==> src/rtl/uart_tx_sequencer_pkg.sv <==
// Shared types and constants for the UART transmit sequencer: FSM states,
// error-flag bit positions, default baud select and per-baud divisors.
package uart_seq_pkg;

  typedef enum logic [2:0] {
    IDLE    = 3'd0,
    WRITE   = 3'd1,
    WAIT_TX = 3'd2,
    WAIT_RX = 3'd3,
    GAP     = 3'd4,
    DRAIN   = 3'd5,
    DONE    = 3'd6
  } state_t;

  // Bit positions inside err_flags = {timeout, mismatch, ferror, perror}.
  localparam int ERR_PERROR   = 0;
  localparam int ERR_FERROR   = 1;
  localparam int ERR_MISMATCH = 2;
  localparam int ERR_TIMEOUT  = 3;

  localparam logic [2:0] BAUD_DEFAULT = 3'b111;

  // Clock divisor per baud select, used to size frame-length waits.
  localparam int unsigned BAUD_DIV [8] = '{10417, 2604, 651, 326, 163, 81, 54, 27};

  // Byte 0 is the most significant byte of the message.
  function automatic logic [7:0] msg_byte(input logic [31:0] m, input logic [1:0] idx);
    logic [7:0] b;
    case (idx)
      2'd0:    b = m[31:24];
      2'd1:    b = m[23:16];
      2'd2:    b = m[15:8];
      default: b = m[7:0];
    endcase
    return b;
  endfunction

endpackage

==> src/rtl/uart_tx_sequencer_if.sv <==
// UART-side bundle between the sequencer (master) and the transmitter/receiver pair (slave).
interface uart_tx_sequencer_if;
  logic [2:0] baud_select;
  logic       tx_en;
  logic       rx_en;
  logic       tx_wr;
  logic [7:0] tx_data;
  logic       tx_busy;
  logic [7:0] rx_data;
  logic       rx_valid;
  logic       rx_perror;
  logic       rx_ferror;

  // Write handshake: tx_wr acts as valid and stays high with tx_data stable until
  // tx_busy (the acceptance indication) is sampled high; the byte is then in flight
  // until tx_busy returns low. rx_valid/rx_perror/rx_ferror are single-cycle strobes.
  modport master (
    output baud_select, tx_en, rx_en, tx_wr, tx_data,
    input  tx_busy, rx_data, rx_valid, rx_perror, rx_ferror
  );

  modport slave (
    input  baud_select, tx_en, rx_en, tx_wr, tx_data,
    output tx_busy, rx_data, rx_valid, rx_perror, rx_ferror
  );
endinterface

==> src/rtl/uart_tx_sequencer_timer.sv <==
// Loadable down-counter shared by the phase watchdog and the inter-byte gap.
// expire is high while the count sits at zero.
module seq_timer #(
  parameter int W = 8
) (
  input  logic         clk,
  input  logic         reset,
  input  logic         load,
  input  logic [W-1:0] load_val,
  output logic         expire
);

  logic [W-1:0] cnt;

  always_ff @(posedge clk or negedge reset) begin
    if (!reset) begin
      cnt <= '0;
    end else if (load) begin
      cnt <= load_val;
    end else if (cnt != '0) begin
      cnt <= cnt - W'(1);
    end
  end

  assign expire = (cnt == '0);

endmodule

==> src/rtl/uart_tx_sequencer.sv <==
// Sends a latched 4-byte message through the UART transmitter one handshake per byte,
// checks each looped-back byte and keeps sticky error status.
module uart_tx_sequencer
  import uart_seq_pkg::*;
#(
  parameter int TIMEOUT_CYCLES = 2_000_000,
  parameter int GAP_CYCLES     = 16
) (
  input  logic        clk,
  input  logic        reset,
  input  logic        start,
  input  logic        abort,
  input  logic [31:0] msg,
  input  logic [2:0]  baud_cfg,
  uart_tx_sequencer_if.master uif,
  output logic        busy,
  output logic        done,
  output logic        aborted,
  output logic [1:0]  byte_idx,
  output logic [7:0]  err_count,
  output logic [3:0]  err_flags,
  output state_t      dbg_state
);

  localparam int TW = $clog2(TIMEOUT_CYCLES + 1);
  // Loaded with N-1 so the phase is left after exactly N sampled cycles.
  localparam logic [TW-1:0] WD_LOAD  = TW'(TIMEOUT_CYCLES - 1);
  localparam logic [TW-1:0] GAP_LOAD = TW'(GAP_CYCLES - 1);

  state_t         state, nxt;
  logic           tmr_load, tmr_expire;
  logic [TW-1:0]  tmr_val;
  logic [3:0]     flag_set;
  logic           err_inc, accept, advance, drain_end;
  logic           tx_wr_d, busy_d, done_d;
  logic           tx_wr_q;
  logic [7:0]     tx_data_q;
  logic [2:0]     baud_q;
  logic [31:0]    msg_q;

  seq_timer #(.W(TW)) u_timer (
    .clk      (clk),
    .reset    (reset),
    .load     (tmr_load),
    .load_val (tmr_val),
    .expire   (tmr_expire)
  );

  always_ff @(posedge clk or negedge reset) begin
    if (!reset) state <= IDLE;
    else        state <= nxt;
  end

  always_comb begin
    nxt       = state;
    tmr_load  = 1'b0;
    tmr_val   = WD_LOAD;
    flag_set  = '0;
    err_inc   = 1'b0;
    accept    = 1'b0;
    advance   = 1'b0;
    drain_end = 1'b0;
    unique case (state)
      IDLE: begin
        if (start && !abort) begin
          nxt      = WRITE;
          tmr_load = 1'b1;
          accept   = 1'b1;
        end
      end
      WRITE: begin
        if (abort) begin
          nxt      = DRAIN;
          tmr_load = 1'b1;
        end else if (uif.tx_busy) begin
          nxt      = WAIT_TX;
          tmr_load = 1'b1;
        end else if (tmr_expire) begin
          nxt                   = GAP;
          tmr_load              = 1'b1;
          tmr_val               = GAP_LOAD;
          flag_set[ERR_TIMEOUT] = 1'b1;
          err_inc               = 1'b1;
        end
      end
      WAIT_TX: begin
        if (abort) begin
          nxt      = DRAIN;
          tmr_load = 1'b1;
        end else if (!uif.tx_busy) begin
          nxt      = WAIT_RX;
          tmr_load = 1'b1;
        end else if (tmr_expire) begin
          nxt                   = GAP;
          tmr_load              = 1'b1;
          tmr_val               = GAP_LOAD;
          flag_set[ERR_TIMEOUT] = 1'b1;
          err_inc               = 1'b1;
        end
      end
      WAIT_RX: begin
        if (abort) begin
          nxt      = DRAIN;
          tmr_load = 1'b1;
        end else if (uif.rx_valid || uif.rx_perror || uif.rx_ferror) begin
          // Several flags may hit on the same strobe; the byte still counts once.
          nxt                    = GAP;
          tmr_load               = 1'b1;
          tmr_val                = GAP_LOAD;
          flag_set[ERR_PERROR]   = uif.rx_perror;
          flag_set[ERR_FERROR]   = uif.rx_ferror;
          flag_set[ERR_MISMATCH] = uif.rx_valid && (uif.rx_data != tx_data_q);
          err_inc                = |flag_set;
        end else if (tmr_expire) begin
          nxt                   = GAP;
          tmr_load              = 1'b1;
          tmr_val               = GAP_LOAD;
          flag_set[ERR_TIMEOUT] = 1'b1;
          err_inc               = 1'b1;
        end
      end
      GAP: begin
        if (abort) begin
          nxt      = DRAIN;
          tmr_load = 1'b1;
        end else if (tmr_expire) begin
          if (byte_idx == 2'd3) begin
            nxt = DONE;
          end else begin
            nxt      = WRITE;
            tmr_load = 1'b1;
            advance  = 1'b1;
          end
        end
      end
      DRAIN: begin
        if (!uif.tx_busy || tmr_expire) begin
          nxt                   = DONE;
          drain_end             = 1'b1;
          flag_set[ERR_TIMEOUT] = uif.tx_busy;
        end
      end
      DONE:    nxt = IDLE;
      default: nxt = IDLE;
    endcase
  end

  // Registered outputs are decoded from the state being entered.
  always_comb begin
    tx_wr_d = (nxt == WRITE);
    busy_d  = nxt inside {WRITE, WAIT_TX, WAIT_RX, GAP, DRAIN};
    done_d  = (nxt == DONE);
  end

  always_ff @(posedge clk or negedge reset) begin
    if (!reset) begin
      tx_wr_q   <= 1'b0;
      tx_data_q <= '0;
      baud_q    <= BAUD_DEFAULT;
      msg_q     <= '0;
      busy      <= 1'b0;
      done      <= 1'b0;
      aborted   <= 1'b0;
      byte_idx  <= '0;
      err_count <= '0;
      err_flags <= '0;
    end else begin
      tx_wr_q <= tx_wr_d;
      busy    <= busy_d;
      done    <= done_d;
      if (accept) begin
        msg_q     <= msg;
        baud_q    <= baud_cfg;
        tx_data_q <= msg[31:24];
        byte_idx  <= '0;
        aborted   <= 1'b0;
        err_flags <= '0;
      end else begin
        err_flags <= err_flags | flag_set;
      end
      if (advance) begin
        byte_idx  <= byte_idx + 2'd1;
        tx_data_q <= msg_byte(msg_q, byte_idx + 2'd1);
      end
      if (drain_end) aborted <= 1'b1;
      if (err_inc && (err_count != 8'hFF)) err_count <= err_count + 8'd1;
    end
  end

  assign uif.tx_wr       = tx_wr_q;
  assign uif.tx_data     = tx_data_q;
  assign uif.baud_select = baud_q;
  assign uif.tx_en       = reset;
  assign uif.rx_en       = reset;
  assign dbg_state       = state;

endmodule

==> src/flat_wrapper.sv <==
// flat-port wrapper written by rule: the top's interface ports become plain ports
module uart_tx_sequencer_flat import uart_seq_pkg::*;
#(
  parameter int TIMEOUT_CYCLES = 2_000_000,
  parameter int GAP_CYCLES     = 16
)
  (clk, reset, start, abort, msg, baud_cfg, busy, done, aborted, byte_idx, err_count, err_flags, dbg_state, uif_baud_select, uif_tx_en, uif_rx_en, uif_tx_wr, uif_tx_data, uif_tx_busy, uif_rx_data, uif_rx_valid, uif_rx_perror, uif_rx_ferror);
  uart_tx_sequencer_if uif_i ();
  input  logic clk;
  input  logic reset;
  input  logic start;
  input  logic abort;
  input  logic [31:0] msg;
  input  logic [2:0] baud_cfg;
  output logic busy;
  output logic done;
  output logic aborted;
  output logic [1:0] byte_idx;
  output logic [7:0] err_count;
  output logic [3:0] err_flags;
  output state_t dbg_state;
  output wire logic [$bits(uif_i.baud_select)-1:0] uif_baud_select;
  output wire logic [$bits(uif_i.tx_en)-1:0] uif_tx_en;
  output wire logic [$bits(uif_i.rx_en)-1:0] uif_rx_en;
  output wire logic [$bits(uif_i.tx_wr)-1:0] uif_tx_wr;
  output wire logic [$bits(uif_i.tx_data)-1:0] uif_tx_data;
  input wire logic [$bits(uif_i.tx_busy)-1:0] uif_tx_busy;
  input wire logic [$bits(uif_i.rx_data)-1:0] uif_rx_data;
  input wire logic [$bits(uif_i.rx_valid)-1:0] uif_rx_valid;
  input wire logic [$bits(uif_i.rx_perror)-1:0] uif_rx_perror;
  input wire logic [$bits(uif_i.rx_ferror)-1:0] uif_rx_ferror;
  assign uif_baud_select = uif_i.baud_select;
  assign uif_tx_en = uif_i.tx_en;
  assign uif_rx_en = uif_i.rx_en;
  assign uif_tx_wr = uif_i.tx_wr;
  assign uif_tx_data = uif_i.tx_data;
  assign uif_i.tx_busy = uif_tx_busy;
  assign uif_i.rx_data = uif_rx_data;
  assign uif_i.rx_valid = uif_rx_valid;
  assign uif_i.rx_perror = uif_rx_perror;
  assign uif_i.rx_ferror = uif_rx_ferror;
  uart_tx_sequencer #(.TIMEOUT_CYCLES(TIMEOUT_CYCLES), .GAP_CYCLES(GAP_CYCLES)) u_core (.clk(clk), .reset(reset), .start(start), .abort(abort), .msg(msg), .baud_cfg(baud_cfg), .uif(uif_i), .busy(busy), .done(done), .aborted(aborted), .byte_idx(byte_idx), .err_count(err_count), .err_flags(err_flags), .dbg_state(dbg_state));
endmodule
==> config.mk <==
export PLATFORM = sky130hd
export DESIGN_NAME = uart_tx_sequencer_flat
export DESIGN_NICKNAME = d
export VERILOG_FILES = /design/src/rtl/uart_tx_sequencer_pkg.sv /design/src/rtl/uart_tx_sequencer_if.sv /design/src/rtl/uart_tx_sequencer_timer.sv /design/src/rtl/uart_tx_sequencer.sv /design/src/flat_wrapper.sv
export SDC_FILE = /design/constraint.sdc
export NUM_CORES = 1
export LEC_CHECK = 0
export ABC_AREA = 1
export BUFFER_PORTS_ARGS = -buffer_cell sky130_fd_sc_hd__buf_2
export CAP_MARGIN = 25
export CELL_PAD_IN_SITES_DETAIL_PLACEMENT = 1
export CELL_PAD_IN_SITES_GLOBAL_PLACEMENT = 2
export CORE_MARGIN = 3
export CORE_UTILIZATION = 34
export CTS_BUF_LIST = sky130_fd_sc_hd__clkbuf_16
export DETAILED_ROUTE_END_ITERATION = 10
export PLACE_DENSITY_LB_ADDON = 0.1
export SETUP_SLACK_MARGIN = 0.05
export SLEW_MARGIN = 20
export SYNTH_ARGS = -nofsm -noshare
export SYNTH_HDL_FRONTEND = slang
export SYNTH_HIERARCHICAL = 1
export SYNTH_SLANG_ARGS = --single-unit
==> constraint.sdc <==
create_clock -name clk -period 4.1 [get_ports clk]
set_input_delay 0 -clock clk [delete_from_list [all_inputs] [get_ports clk]]
set_output_delay 0 -clock clk [all_outputs]
set_load 0.005 [all_outputs]
Yosys cells after proc, flatten, opt, wreduce, memory -nomap -nowiden
Index checks and enable logic that the tools add are counted.
W data, S select, Z words.
{ "word_totals": {"ff_bits": 85, "word_cells": 110, "inputBits": 51, "out_inout_bits": 34} }
{ "op_classes": {"mux": 61, "addsub": 3, "bitwise_logic": 1, "eq_ne": 16, "reduce_logical": 17} }
{ "ops": {"columns": ["operator", "n"], "rows": [
  ["$mux W21", 9],
  ["$pmux W21 S3", 1],
  ["$mux W3", 14],
  ["$mux W1", 26],
  ["$pmux W8 S3", 1],
  ["$logic_not A21 Y1", 1],
  ["$reduce_bool A21 Y1", 1],
  ["$sub A21 B1 Y21 const B", 1],
  ["$pmux W3 S6", 1],
  ["$mux W8", 2],
  ["$eq A3 B3 Y1 const B", 5],
  ["$eq A3 B2 Y1 const B", 4],
  ["$add A8 B1 Y8 const B", 1],
  ["$mux W4", 2],
  ["$ne A8 B8 Y1", 1],
  ["$ne A8 B8 Y1 const B", 1],
  ["$eq A3 B1 Y1 const B", 2],
  ["$reduce_bool A2 Y1", 3],
  ["$pmux W1 S5", 1],
  ["$reduce_bool A5 Y1", 1],
  ["$eq A2 B2 Y1 const B", 2],
  ["$mux W2", 2],
  ["$or A4 B4 Y4", 1],
  ["$pmux W1 S4", 1],
  ["other kinds (9)", 14]
]} }

Longest topological paths before layout
Gate-level depths: netlist of run 1.
{ "logic_depth": {"ltp_word": 7, "mapped_depth": 17, "ltp_nobuf": 15} }

Hierarchy
The synthesis of run 1 kept the hierarchy.
{ "by_module_without_submodules": {"columns": ["mod", "seq_area_each_um2", "cells_per_inst", "area_each_um2", "instances"], "rows": [
  ["uart_tx_sequencer", 1605.3, 469, 3467.1, 1],
  ["seq_timer", 525.5, 223, 1517.7, 1]
]} }

Worst setup path before layout of run 1
Ideal clock, no wire load.
{ "synth_path": {"path_type": "reg-to-reg", "start": "reg u_core.u_timer.cnt[13]", "end": "reg u_core.u_timer.cnt[1]", "path_slack_ns": 1.741, "setup_time_ns": 0.121, "arrival_time_ns": 2.237, "t_required_ns": 3.979, "n_path_buf": 2, "stages_incl_launch_ff": 16, "path_cell_list": "dfrtp_1 -> nor2_4 -> nand2_2 -> nor2_4 -> nor4b_1 -> buf_2 -> nor2_1 -> nand2_1 -> o311ai_0 -> nand2_1 -> nand2_1 -> nand2_1 -> clkbuf_1 -> o21ai_0 -> nand2_1 -> o21ai_1"} }
{ "synth_via": {"elab_chain_len": 6} }
{ "synth_rtl": {"columns": ["element", "line", "text"], "rows": [
  ["start, declared", "uart_tx_sequencer_timer.sv:13", "logic [W-1:0] cnt;"],
  ["start signal, assigned", "uart_tx_sequencer_timer.sv:19", "cnt <= load_val;"],
  ["start signal, assigned", "uart_tx_sequencer_timer.sv:21", "cnt <= cnt - W'(1);"],
  ["$logic_not A21 Y1 *", "uart_tx_sequencer_timer.sv:25", "assign expire = (cnt == '0);"],
  ["net u_core.tmr_expire", "uart_tx_sequencer.sv:31", "logic tmr_load, tmr_expire;"],
  ["$mux W1", "uart_tx_sequencer.sv:78, uart_tx_sequencer.sv:93, uart_tx_sequencer.sv:114", null],
  ["$mux W1, on equally long branches", "uart_tx_sequencer.sv:105, uart_tx_sequencer.sv:75, uart_tx_sequencer.sv:90", null],
  ["$mux W1, on equally long branches", "uart_tx_sequencer.sv:102, uart_tx_sequencer.sv:72, uart_tx_sequencer.sv:87", null],
  ["$pmux W1 S5 *", "uart_tx_sequencer.sv:63", "unique case (state)"],
  ["net u_core.tmr_load", "uart_tx_sequencer.sv:31", null],
  ["$mux W21 / $reduce_bool A2 Y1 (equally long branches)", null, null]
]} }
The timed path passes the listed nets; every way through them passes the cells marked *.
A chain may end at the register's enable or synchronous reset.

Final worst setup path of run 1
{ "layout_path": {"start": "reg u_core.u_timer.cnt[10]", "end": "reg u_core.u_timer.cnt[9]"} }
Same word-level chain as after synthesis.

==> results of run 1 <==
## stage by stage
| step | cell area [sq um] | hold slack, ns | cells |
|---|---|---|---|
| after global routing | 6230 | 0.1431 | 1004 |
| after CTS | 6230 | 0.08623 | 1004 |
| after detailed placement | 5580 | 0.1070 | 950 |
| final | 6230 | 0.1002 | 1004 |
| after global placement | 5580 | 0.09590 | 950 |
| after floorplan | 5022 | -0.2956 | 702 |
## cell families after synthesis
group / count (synthesis) / share of synthesized area (%)
compound gates: 54 / 6.200
other cells: 2 / 0.1507
flops: 85 / 42.75
buf+inv: 81 / 7.053
simple gates: 446 / 39.03
fa+ha+maj: 8 / 2.008
xor+xnor: 16 / 2.811
## per-layer routing
layer	part of all wire, %	GRT usage [%]	vias up
met3	3.1	2.885	21
met2	50	33.62	78
met4	1.8	6.498	0
met5	0	0	-
li1	-	-	2395
met1	45	24.23	2344
## final cells by class
type / instances / area, sq um / share of cell area [%]
clock inverter: 7 / 43.79 / 0.7030
multi-input combinational: 536 / 2540 / 40.77
clock buffer: 9 / 225.2 / 3.615
timing repair buffer: 126 / 833.3 / 13.38
sequential: 85 / 2131 / 34.20
tap: 180 / 225.2 / 3.615
inverter: 61 / 231.5 / 3.716
## placed cells by master, fill, tap and decap left out, types with 9 or more instances in the layout
| cell type | netlist | routed |
|---|---|---|
| buf_2 | 6 | 83 |
| o21ai_1 | 10 | 10 |
| dlygate4sd3_1 | 0 | 38 |
| inv_1 | 49 | 51 |
| conb_1 | 2 | 12 |
| inv_2 | 11 | 11 |
| nand4_1 | 9 | 9 |
| a21oi_1 | 16 | 16 |
| dfrtp_1 | 82 | 82 |
| clkbuf_16 | 0 | 9 |
| nor2_1 | 53 | 53 |
| xnor2_1 | 9 | 9 |
| nand2_1 | 304 | 304 |
| o21ai_0 | 15 | 15 |
| nor2_4 | 10 | 10 |
| nand3_1 | 44 | 44 |
## critical path, delay by kind of cell (launching register included)
| family | cells | cell delay, ns |
|---|---|---|
| flip-flops | 1 | 0.41 |
| AO/OA/AOI/OAI | 1 | 0.12 |
| buffers and inverters | 6 | 0.90 |
| AND/OR/NAND/NOR | 10 | 1.28 |
## power by group
group / switching, mW / internal [mW]
combinational: 1.03 / 0.599
clock: 0.357 / 0.408
sequential: 0.285 / 1.21
total: 1.67 / 2.21
## worst max path at each step
stage	from	end	slack, ns
floorplan	u_core/u_timer/cnt[13]	u_core/u_timer/cnt[1]	1.74
global placement	u_core/u_timer/cnt[16]	u_core/u_timer/cnt[13]	1.37
detailed placement	u_core/u_timer/cnt[16]	u_core/u_timer/cnt[9]	1.25
CTS	u_core/u_timer/cnt[10]	u_core/u_timer/cnt[9]	1.23
global route	u_core/u_timer/cnt[15]	u_core/u_timer/cnt[9]	0.96
finish	u_core/u_timer/cnt[10]	u_core/u_timer/cnt[9]	1.25
## registers in the layout, summed over array words and instances, names as in the netlist, 2 cells and up
register / cells
u_core/dbg_state: 3
u_core/err_count: 8
u_core/msg_q: 32
u_core/byte_idx: 2
u_core/uif.tx_data: 8
u_core/uif.baud_select: 3
u_core/u_timer/cnt: 21
u_core/err_flags: 4
## what timing repair did
action / CTS / global route
hold buffers: 38 / 0
buffers inserted: 0 / 0
gates resized for setup: 0 / 0
endpoints found under the hold margin: 89 / 0
==> run metrics, run 1 <==
Fillers between 1500 and 2000; RSZ-0062 raised after global routing no; final setup vio count 0; Worst VDD drop 0.2475 mV; Final period util 69.49%; final hold violations 0; Util after Layout between 40% and 50%; FP Rows 43; initial cell density of the core ~35%; via/cell ratio slightly below 5; Netlist Area Pre-Place between 4000 and 5000 sq um; pwr/cell area ~620 nW/um^2; Hold Startpoint abort; FF-to-FF End u_core/u_timer/cnt[9]; Yosys top cell area share 41.16%; Yosys cell types 40; Clock transition at path regs about 0.07 ns; htree depth 3; Final nets a little under 900; Hold Path End u_core/byte_idx[1]; vias in the first global route a little over 5000; Setup crit start kind flop; FF-to-FF setup slack 1.25 ns; Async SR Flop Fraction between 90% and 100%; max-slew violations 0; GPL Wtd Cong 0.8890; slew margin rel. 53.28%; drt total wl about 15 mm; Post-synth EDFFs 0; total CTS buffers 9; Syn Area/Cell slightly above 7 sq um; #FFs+latches synth 85; Die X 127.1 um; Crit. End Element flop; first-pass GRT wire length 25.00 mm; # IOs 85; TNS Setup 0 ns; initial antenna violation count 0; Worst EP required around 4.3 ns; Hold Path Depth 4; crit-path max FO 22; critical path's slowest cell dfrtp_1; commonest cells in the netlist 304 x nand2_1, 82 x dfrtp_1, 53 x nor2_1; highest clock rate between 300 and 400 MHz; PortBufs between 80 and 90; biggest area consumer among synthesized cells dfrtp_1; drt wl/cell 14.93 um; drt first-iter violations 177; max incr delay on CP ~0.41 ns; register area share after synthesis 42.75%; R2R Path Start u_core/u_timer/cnt[10]; layout cells sized above 1 18.33%; DRC errors left 0; Critical Path Most Common Cell nand2_1; hold crit path type input pin to flop; core footprint approximately 14000 sq um; maximum root-to-sink buffer count 2; count leader, synth nand2_1; Clock Sinks 85; Final Power roughly 3.9 mW; routed vias about 4800; leakage 3.315 nW; clk_skew 0.01019 ns; WS Path Type flop to flop; root buffer cell clkbuf_16; total gr overflow 0; top post-synthesis cells by area dfrtp_1 41%, nand2_1 23%, nand3_1 4.4%, nor2_1 4.0%, inv_1 3.7%; fin crit period between 2 and 3 ns; largest net degree at the start of global routing 55; Top FF cell, synth dfrtp_1; worst-margin pin slew 0.7008 ns; pre-CTS setup slack about 1.2 ns; max-cap violation count 0; First-pass DRT Iterations 4; worst path arrival time ~3.1 ns; worst path cell trace nor2_1, nand2_1, nor2_4, nor4b_1, buf_4, inv_1, nor2_1, nand2_4, nand2_1, inv_1, nand2_1, buf_4, inv_2, nand2_2, inv_2, o21ai_1, nand2_1; total track usage roughly a fifth; ANT nets after route 0; area delta synth->final 24.97%; CTS tree built; Ys Warns 6; clk_lat worst skew ~0.35 ns; R2R cell count 17; Die Y 127.1 um; final worst slack between 1 and 1.5 ns; ANT cells 0; status finished, final reports clean; DIE AREA about 16000 sq um; hpwl dp 10.82 mm; Synth Instances around 690
Note: power is estimated with default switching activity, not from simulation.
==> inputs of run 2 (changes only) <==
--- a/config.mk
+++ b/config.mk
@@ -5,7 +5,7 @@
 export SDC_FILE = /design/constraint.sdc
 export NUM_CORES = 1
 export LEC_CHECK = 0
-export ABC_AREA = 1
+export ABC_AREA = 0
 export BUFFER_PORTS_ARGS = -buffer_cell sky130_fd_sc_hd__buf_2
 export CAP_MARGIN = 25
 export CELL_PAD_IN_SITES_DETAIL_PLACEMENT = 1
==> constraint.sdc (replaced) <==
create_clock -name clk -period 2.9 [get_ports clk]
set_input_delay 0 -clock clk [delete_from_list [all_inputs] [get_ports clk]]
set_output_delay 0 -clock clk [all_outputs]
set_load 0.005 [all_outputs]
==> run metrics, run 2 <==
worst-margin pin slew slightly below 0.8 ns; biggest area consumer among synthesized cells dfrtp_1; placed cell count 751; final worst slack -0.03033 ns; vias in the first global route roughly 4400; crit-path max FO 3; initial antenna violation count 0; R2R cell count 10; commonest cells in the netlist 139 x nand2_1, 82 x dfrtp_1, 19 x xnor2_1; Net Sw Power approximately 2.1 mW; # IOs 85; most frequent cells in the layout 139 x nand2_1, 83 x buf_2, 82 x dfrtp_1; via/cell ratio 5.060; Top reg by flops u_core/msg_q; Fillers approximately 1500; max-cap violation count 0; final hold violations 0; Flop pwr share around two fifths; Worst VDD drop slightly below 0.3 mV; Ys Warns 6; Hold Path Depth 3; placed cell area around 5300 sq um; GPL Wtd Cong 0.7827; Final Non-Filler Cells between 800 and 900; Setup crit start kind flop; clk_lat worst skew about 0.34 ns; largest net degree at the start of global routing about 60; total gr overflow 0; Final period util 101.0%; Synth Instances 486; count leader, synth nand2_1; DIE AREA 14630 sq um; RSZ-0062 raised after global routing yes; Clock transition at path regs around 0.06 ns; maximum root-to-sink buffer count 2; Comb pwr share ~42%; top post-synthesis cells by area dfrtp_1 46%, nand2_1 12%, xnor2_1 3.7%, xor2_1 2.3%, ha_1 2.2%; TNS Setup -0.05063 ns; fin crit period just under 3 ns; drt first-iter violations approximately 270; Netlist Area Pre-Place between 4000 and 5000 sq um; Clk pwr share 18.7%; highest clock rate roughly 340 MHz; Worst EP required roughly 3.1 ns; Final Instance Area 6148 sq um; FP Rows ~40; FF-to-FF setup slack -0.03 ns; PortBufs 84; Yosys cell types 62; worst path arrival time 3.15 ns; most common library cell in the layout ignoring fill and taps nand2_1; first-pass GRT wire length about 23 mm; area delta synth->final 36.84%; Async SR Flop Fraction 100.0%; First-pass DRT Iterations 5; Yosys top cell area share between 40% and 50%; total CTS buffers 9; ANT nets after route 0; CTS tree built; hold crit path type input pin to flop; htree depth 3; Die Y roughly 120 um; hpwl dp 9.416 mm; layout cells sized above 1 a little over a quarter; Post-synth EDFFs 0; Final nets about 700; clk_skew between 0.008 and 0.009 ns; register area share after synthesis a little under half; pwr/cell area around 890 nW/um^2; Top FF cell, synth dfrtp_1; largest registers u_core/msg_q: 32 flops, u_core/u_timer/cnt: 21 flops; drt wl/cell ~17 um; core footprint 12770 sq um; Syn Area/Cell ~9.2 sq um; ANT cells 0; total track usage 19.56%; Internal 3.406 mW; leakage about 3 nW; #FFs+latches synth between 80 and 90; Clock Sinks 85; max-slew violations 0; DRC errors left 0; failing checks setup timing; sw frac between 30% and 40%; initial cell density of the core 35.17%; slew margin rel. 47.91%; status complete, but fails checks; drt total wl around 14 mm; Crit. End Element flop; max reg flops 32; WS Path Type flop to flop; Die X approximately 120 um; Final Power between 5 and 6 mW; final setup vio count 2; routed vias 4159; root buffer cell clkbuf_16
[run 2: critical path, cell delays in order, from the launching register on]
cell and delay (ns):
dfrtp_1 0.39, inv_2 0.09, ha_4 0.14, or4b_4 0.46, nor4b_4 0.27, and2_4 0.19
or3b_4 0.40, a21oi_4 0.13, nand4b_1 0.30, nand2_2 0.12, mux2_4 0.31
[run 2: cell families (layout without fill, tap and decap cells)]
group	Yosys count	after routing	synth area share, %
fa+ha+maj	8	8	2.228
buf+inv	43	197	4.261
xor+xnor	31	31	6.043
other cells	2	12	0.1671
mux	5	5	1.281
flops	85	85	47.42
simple gates	216	216	23.39
compound gates	96	96	15.20
[run 2: layer usage]
metal / track usage (%) / vias up / routed length, um
met1: 26.32 / 2075 / 6429
met5: 0 / - / 0
li1: - / 1993 / -
met4: 6.161 / 0 / 184
met2: 32.44 / 79 / 6747
met3: 2.984 / 12 / 483
[run 2: through the flow]
step	util [%]	hold WS, ns	setup slack [ns]
CTS	47.44	0.1608	0.04678
finish	48.13	0.1705	-0.03033
detailed placement	41.55	0.1370	-0.01199
floorplan	-	-0.2956	-0.07505
global route	48.13	0.2153	-0.1215
global placement	41.55	0.1368	0.03606
[run 2: path summary, 6_finish.rpt]
check / from / endpoint
worst min register to register: u_core/uif.baud_select[0] / u_core/uif.baud_select[0]
max in group asynchronous: reset / u_core/u_timer/cnt[14]
worst max register to register: u_core/u_timer/cnt[0] / u_core/err_count[1]
min in group asynchronous: reset / u_core/uif.tx_wr
worst min-delay path: abort / u_core/dbg_state[1]
worst max-delay path: u_core/u_timer/cnt[0] / u_core/err_count[1]
[run 2: cell type report]
| class | count | area [sq um] | area share [%] |
|---|---|---|---|
| clock buffer | 9 | 225.2 | 3.663 |
| timing repair buffer | 167 | 1189 | 19.33 |
| clock inverter | 7 | 30.03 | 0.4884 |
| tap | 172 | 215.2 | 3.500 |
| inverter | 14 | 52.55 | 0.8547 |
| multi-input combinational | 368 | 2306 | 37.51 |
| sequential | 85 | 2131 | 34.66 |
[run 2: power by group through the flow]
stage | Combinational (mW) | Sequential [mW] | Clock [mW]
6_report | 2.32 | 2.14 | 1.03
5_1_grt | 2.58 | 2.22 | 1.11
3_5_place_dp | 2.05 | 2.15 | 0
3_3_place_gp | 1.98 | 2.14 | 0
4_1_cts | 2.23 | 2.14 | 1.06
2_1_floorplan | 1.33 | 2.04 | 0
[run 2: repair_timing]
action / in CTS / in global routing
setup endpoints to repair: 15 / 32
gates resized for setup: 4 / 11
buffers inserted: 12 / 5
hold buffers: 39 / 0
pin swaps: 3 / 10
endpoints found under the hold margin: 90 / 0
==> inputs of run 3 (changes only) <==
--- a/config.mk
+++ b/config.mk
@@ -10,6 +10,7 @@
 export CAP_MARGIN = 25
 export CELL_PAD_IN_SITES_DETAIL_PLACEMENT = 1
 export CELL_PAD_IN_SITES_GLOBAL_PLACEMENT = 2
+export CORE_ASPECT_RATIO = 1.2
 export CORE_MARGIN = 3
 export CORE_UTILIZATION = 34
 export CTS_BUF_LIST = sky130_fd_sc_hd__clkbuf_16
==> run metrics, run 3 (same netlist as run 2, synthesis figures left out) <==
status finished, final reports clean; Flop pwr share between 30% and 40%; final worst slack between 0.08 and 0.09 ns; Die Y roughly 130 um; largest registers u_core/msg_q: 32 flops, u_core/u_timer/cnt: 21 flops; WS Path Type flop to flop; R2R Path Start u_core/u_timer/cnt[0]; top layer used by detailed routing met4; placed cell area ~5300 sq um; DIE AREA between 10000 and 15000 sq um; area delta synth->final 36.62%; Final Power 5.428 mW; total CTS buffers 9; First-pass DRT Iterations 5; Final period util between 90% and 100%; total track usage approximately a fifth; Setup crit start kind flop; clk_skew 0.007121 ns; FP Rows 45; Hold Path Depth 5; total gr overflow 0; GPL Wtd Cong 0.8041; root buffer cell clkbuf_16; Internal approximately 3.4 mW; Worst EP required about 3.1 ns; vias in the first global route roughly 4300; ANT cells 0; PortBufs 84; Crit. End Element flop; Metal-1 WL between 5 and 6 mm; hpwl dp 9.670 mm; clk_lat worst skew around 0.34 ns; Clock transition at path regs around 0.060 ns; first-pass GRT wire length 22.78 mm; max reg flops 32; drt total wl about 14 mm; Met2 Routed Length between 7 and 8 mm; initial cell density of the core about a third; RSZ-0062 raised after global routing yes; initial antenna violation count 0; max-cap violation count 0; layout cells sized above 1 a little over a quarter; via/cell ratio 5.048; largest net degree at the start of global routing 60; final hold violations 0; Clock Sinks 85; drt first-iter violations roughly 180; Net Sw Power between 2 and 2.5 mW; most common library cell in the layout ignoring fill and taps nand2_1; # IOs 85; final setup vio count 0; worst path arrival time roughly 3.0 ns; worst-margin pin slew between 0.8 and 0.9 ns; pwr/cell area a little under 900 nW/um^2; crit-path max FO 5; Top reg by flops u_core/msg_q; Worst VDD drop between 0.3 and 0.4 mV; Hold Startpoint start; max-slew violations 0; maximum root-to-sink buffer count 2; drt wl/cell 17.06 um; Clk pwr share between 20% and 30%; Hold Path End u_core/dbg_state[0]; leakage approximately 2.9 nW; Final nets around 700; hold crit path type input pin to flop; Comb pwr share around 40%; routed vias roughly 4100; FF-to-FF End u_core/uif.tx_wr; TNS Setup 0 ns; DRC errors left 0; slew margin rel. 46.61%; final hold slack around 0.17 ns; met3 routed WL between 300 and 400 um; ANT nets after route 0; FF-to-FF setup slack 0.09 ns; pre-CTS setup slack 0.006042 ns; core footprint ~13000 sq um; htree depth 3; highest clock rate ~360 MHz; sw frac 37.65%; most frequent cells in the layout 139 x nand2_1, 83 x buf_2, 82 x dfrtp_1; Final Instance Area 6138 sq um; R2R cell count 14; Die X ~110 um; fin crit period between 2 and 3 ns; CTS tree built
==> run 3: worst max path at each step <==
stage | end | cells past startpoint | slack [ns] | startpoint
CTS | u_core/byte_idx[1] | 12 | 0.02 | u_core/u_timer/cnt[0]
floorplan | u_core/err_count[1] | 11 | -0.08 | u_core/u_timer/cnt[0]
global route | u_core/uif.tx_wr | 14 | -0.01 | u_core/u_timer/cnt[0]
detailed placement | u_core/uif.tx_data[7] | 12 | 0.006 | u_core/u_timer/cnt[1]
finish | u_core/uif.tx_wr | 14 | 0.09 | u_core/u_timer/cnt[0]
global placement | u_core/err_count[4] | 11 | 0.11 | u_core/u_timer/cnt[0]
==> run 3: per-layer routing <==
layer	GRT usage, %	vias up
li1	-	1974
met1	22.96	2021
met2	34.89	73
met3	3.535	16
met4	7.255	0
met5	0	-
==> run 3: cell type report <==
| class | instances | area (sq um) |
|---|---|---|
| fillers | 1473 | 6643 |
| multi-input cells | 368 | 2293 |
| flip-flops and latches | 85 | 2131 |
| repair buffers | 162 | 1171 |
| clock buffers | 9 | 225.2 |
| well taps | 164 | 205.2 |
| clock inverters | 7 | 60.06 |
| inverters | 14 | 52.55 |
==> run 3: what timing repair did <==
action	CTS	global route
gates cloned	1	1
gates resized for setup	10	9
setup buffers	6	6
pin swaps	5	11
hold endpoints to repair	91	0
hold buffers	39	0
setup endpoints to repair	14	41
==> run 3: power by group through the flow <==
| stage | Clock [mW] | Combinational, mW | Sequential [mW] |
|---|---|---|---|
| 2_1_floorplan | 0 | 1.33 | 2.04 |
| 4_1_cts | 1.17 | 2.08 | 2.16 |
| 3_5_place_dp | 0 | 1.98 | 2.16 |
| 3_3_place_gp | 0 | 1.91 | 2.15 |
| 6_report | 1.14 | 2.14 | 2.15 |
| 5_1_grt | 1.23 | 2.40 | 2.23 |
==> run 3: stage by stage <==
stage | util, % | std cells
after floorplan | - | 496
after global placement | 41.14 | 741
after detailed placement | 41.14 | 741
after CTS | 47.40 | 803
after global routing | 48.03 | 809
final | 48.03 | 809
==> run 3: critical path: stages, from the launching register on <==
cell and delay [ns]:
dfrtp_1 0.39, inv_2 0.09, ha_4 0.12, or4b_4 0.47, nor4b_4 0.25, and2_4 0.20, buf_6 0.11, buf_4 0.11
buf_4 0.13, nand4b_1 0.09, a21oi_1 0.16, a21oi_1 0.06, o41a_1 0.34, inv_1 0.09, nor3_1 0.06
